<file path="config.mk">
export PLATFORM = sky130hd
export DESIGN_NAME = ppi_kbd_port
export DESIGN_NICKNAME = d
export VERILOG_FILES = /design/src/rtl/ppi_kbd_port.sv
export SDC_FILE = /design/constraint.sdc
export NUM_CORES = 1
export LEC_CHECK = 0
export ABC_AREA = 1
export BUFFER_PORTS_ARGS = -buffer_cell sky130_fd_sc_hd__buf_2
export CORE_ASPECT_RATIO = 0.9
export CORE_UTILIZATION = 25
export CTS_CLUSTER_DIAMETER = 80
export DETAILED_ROUTE_END_ITERATION = 12
export SLEW_MARGIN = 10
export SYNTH_ARGS = -nofsm -noshare
export SYNTH_HDL_FRONTEND = slang
export SYNTH_SLANG_ARGS = --single-unit
</file>
<file path="constraint.sdc">
create_clock -name clk -period 1.5 [get_ports clk]
set_clock_uncertainty 0.2 [all_clocks]
set_input_delay 0.075 -clock clk [delete_from_list [all_inputs] [get_ports clk]]
set_output_delay 0.075 -clock clk [all_outputs]
set_load 0.01 [all_outputs]
</file>
<file path="src/rtl/ppi_kbd_port.sv">
// rtl/ppi_kbd_port.sv - mode-0 i8255-compatible parallel port driving the keyboard matrix scan
module ppi_kbd_port #(
    parameter logic [7:0] RESET_CW = 8'h9B,
    parameter logic [7:0] IDLE_OUT = 8'hFF
) (
    input  logic       clk,
    input  logic       reset,
    input  logic       cs,
    input  logic       wr,
    input  logic       rd,
    input  logic [1:0] addr,
    input  logic [7:0] idata,
    output logic [7:0] odata,
    input  logic [7:0] pa_i,
    output logic [7:0] pa_o,
    input  logic [7:0] pb_i,
    output logic [7:0] pb_o,
    input  logic [7:0] pc_i,
    output logic [7:0] pc_o,
    output logic [3:0] dir
);

    logic [7:0] cw;
    logic [7:0] la;
    logic [7:0] lb;
    logic [7:0] lc;
    logic       armed;
    logic       dir_a;
    logic       dir_cu;
    logic       dir_b;
    logic       dir_cl;
    logic       wr_en;
    logic       rd_en;
    logic [7:0] rd_mux;
    logic       unused_mode_bits;

    assign dir_a  = cw[4];
    assign dir_cu = cw[3];
    assign dir_b  = cw[1];
    assign dir_cl = cw[0];
    assign dir    = {dir_a, dir_cu, dir_b, dir_cl};

    // Mode bits are kept in cw so the register holds what the CPU wrote; only mode 0 exists here.
    assign unused_mode_bits = ^{cw[7:5], cw[2]};

    // armed stays low for the first edge after reset release so a strobe there is dropped.
    assign wr_en = cs & wr & armed;
    assign rd_en = cs & rd & armed;

    assign pa_o = dir_a ? IDLE_OUT : la;
    assign pb_o = dir_b ? IDLE_OUT : lb;
    assign pc_o = {dir_cu ? IDLE_OUT[7:4] : lc[7:4],
                   dir_cl ? IDLE_OUT[3:0] : lc[3:0]};

    always_comb begin
        rd_mux = 8'hFF;
        case (addr)
            2'd0:    rd_mux = dir_a ? pa_i : la;
            2'd1:    rd_mux = dir_b ? pb_i : lb;
            2'd2:    rd_mux = {dir_cu ? pc_i[7:4] : lc[7:4],
                               dir_cl ? pc_i[3:0] : lc[3:0]};
            default: rd_mux = 8'hFF;
        endcase
    end

    always_ff @(posedge clk or negedge reset) begin
        if (!reset) begin
            armed <= 1'b0;
        end else begin
            armed <= 1'b1;
        end
    end

    always_ff @(posedge clk or negedge reset) begin
        if (!reset) begin
            odata <= 8'hFF;
        end else if (rd_en) begin
            odata <= rd_mux;
        end
    end

    always_ff @(posedge clk or negedge reset) begin
        if (!reset) begin
            cw <= RESET_CW;
            la <= 8'h00;
            lb <= 8'h00;
            lc <= 8'h00;
        end else if (wr_en) begin
            case (addr)
                2'd0: la <= idata;
                2'd1: lb <= idata;
                2'd2: lc <= idata;
                default: begin
                    if (idata[7]) begin
                        cw <= idata;
                        la <= 8'h00;
                        lb <= 8'h00;
                        lc <= 8'h00;
                    end else begin
                        lc[idata[3:1]] <= idata[0];
                    end
                end
            endcase
        end
    end

endmodule
</file>
==> reports/qor.csv <==
metric,value,unit
status,finished clean,
rsz0062_at_grt,true,
die_x,107,um
setup_violations,0,
yosys_warnings,0,
holdPathEnd,odata[4],
tightest_slew,0.514,ns
hold_violations,0,
io_buffers,74,
reg2reg_slack,0.08,ns
grt_pass1_vias,2310,
powerDensity,1050,nW/um^2
drc,0,
maxCapViolCount,0,
grt-ovfl-total,0,
ys_async_sr_fraction,100,%
fin_crit_sh,100,%
crit_required,1.22,ns
vias,2557,
r2r_end,odata[4],
irDropWorstVdd,0.392,mV
cp.arrival,1.22,ns
floorplan.initialDensity,25.7,%
cts_inserted_buffers,5,
yosys.cell_types.count,25,
syn-instance-count,372,
syn_nets,418,
reg2reg_depth,6,
stdcell_count,596,
insertion_delay,0.30,ns
ys_top_cells_by_count,"nand2_1 (121), inv_1 (75), nand3_1 (43)",
cts_max_level,2,
ys_ff_latch,37,
setup_tns,0,ns
ys.flop_type,dfrtp_1,
clk_pin_slew_worst_paths,0.09,ns
cts.sinks,37,
row_count,34,
crit_fanout,7,
period_minus_slack,1.50,ns
routedWlPerCell,12.7,um
regArea,941,um^2
power.total,3710,uW
hold_path_depth,7,
fmax,667,MHz
synth_edf_count,0,
place_ws,0.00221,ns
track_usage,15.1,%
clock_tree.root_cell,clkbuf_8,
area_growth_syn_to_layout,41.9,%
cp-end-kind,output pin,
slew_headroom,65.8,%
dr.first_iter.drc_count,85,
cts_max_path_buffers,2,
dp.cells,573,
slew_violations,0,
multi_input_area,1250,um^2
avgSynthCellArea,6.68,um^2
ios,75,
yosysMostFrequentCell,nand2_1,
timing.final.ws_setup,0.000592,ns
die_h,96.6,um
nNetsFinal,515,
reg2reg_from,cw[3],
cts_tree,built,
nFillCells,1041,
grt_pass1_wl,11500,um
antenna_found_initial,0,
hpwlAfterDp,5840,um
synth.area.top_cells,"dfrtp_1 (25%), nand2_1 (18%), dfstp_2 (13%)",
hp-start,pa_i[4],
ys_seq_area_share,37.9,%
synth_area,2480,um^2
vias_per_cell,4.29,
yosys.area.top_type_share,25.2,%
cp_cell_sequence,"or2_2, buf_2",
firstDrtPassIters,4,
hold_path_class,in -> reg,
core_area,9660,um^2
max_stage_delay,0.63,ns
grt_max_degree,38,
antenna_cells,0,
p_leak,0.00195,uW
final_antenna_net_count,0,
drive_gt1_share,33.2,%
worstSetupPathType,reg -> out,
dieArea,10300,um^2
synth_top_area_cell,dfrtp_1,
cp-start-kind,flip-flop,
gp_congestion,0.848,
crit_slowest_cell,dfstp_2,
drt_wl_total,7570,um
## state kept, by name (all words and copies together), names as in the netlist
| signal | flops |
|---|---|
| armed | 1 |
| cw | 4 |
| la | 8 |
| lb | 8 |
| lc | 8 |
| odata | 8 |
## layout by cell type, fill, tap and decap left out, drive strengths merged, types with 8 or more instances in the layout
master / instances
nand2: 122
buf: 91
inv: 77
nand3: 45
nor2: 29
o21ai: 26
dfrtp: 25
dfstp: 12
dlygate4sd3: 10
or2: 8
## logic make-up after synthesis
logic type	share of synthesized area, %
simple gates	36.3
compound gates	7.55
buf+inv	14.7
flops	37.9
fa+ha+maj	3.52
other cells	0.151
## metrics by stage
step | instance area [um^2] | hold WS (ns) | util [%]
after detailed placement | 3110 | -0.135 | 32.2
after floorplan | 2490 | -0.421 | -
after global routing | 3530 | 0.0522 | 36.5
after CTS | 3380 | 0.00331 | 35.0
final | 3530 | 0.00228 | 36.5
after global placement | 3110 | -0.140 | 32.2
## worst max-delay path by stage
stage,from,to,slack (ns)
6_report,cw[3],pc_o[7],0.0006
5_1_grt,cw[4],pa_o[4],-0.05
4_1_cts,cw[4],pa_o[7],-0.01
3_5_place_dp,addr[0],lc[7],0.002
3_3_place_gp,cw[4],odata[3],0.05
2_1_floorplan,cw[1],odata[2],0.03
## layer usage
metal | wire length (um) | GRT usage [%]
met4 | 100 | 4.00
met5 | 0 | 0
met2 | 3560 | 26.3
met1 | 3530 | 19.3
met3 | 385 | 2.82
## critical path, delay by kind of cell (launching register included)
family                 cells  cell delay (ns)
DFF                        1             0.63
and+or+nand+nor            1             0.16
buffers and inverters      1             0.13
## where the power goes
group / total [uW] / internal [uW] / switching (uW)
logic: 1310 / 584 / 729
registers: 1320 / 1210 / 106
clock network: 1080 / 670 / 407
## final cells by class
cell class / instances / share of cell area [%]
clock buffers: 5 / 1.95
clock inverters: 3 / 1.95
inverters: 76 / 8.23
multi-input cells: 245 / 35.4
flip-flops and latches: 37 / 26.7
well taps: 126 / 4.47
repair buffers: 103 / 21.2
repair inverters: 1 / 0.177
## what timing repair did
item,in CTS,in global routing
hold buffers,10,0
gates cloned,0,1
hold endpoints to repair,60,0
setup endpoints to repair,20,26
resized for setup,3,35
pin swaps,0,3
setup buffers,3,1
Note: power is estimated with default switching activity, not from simulation.
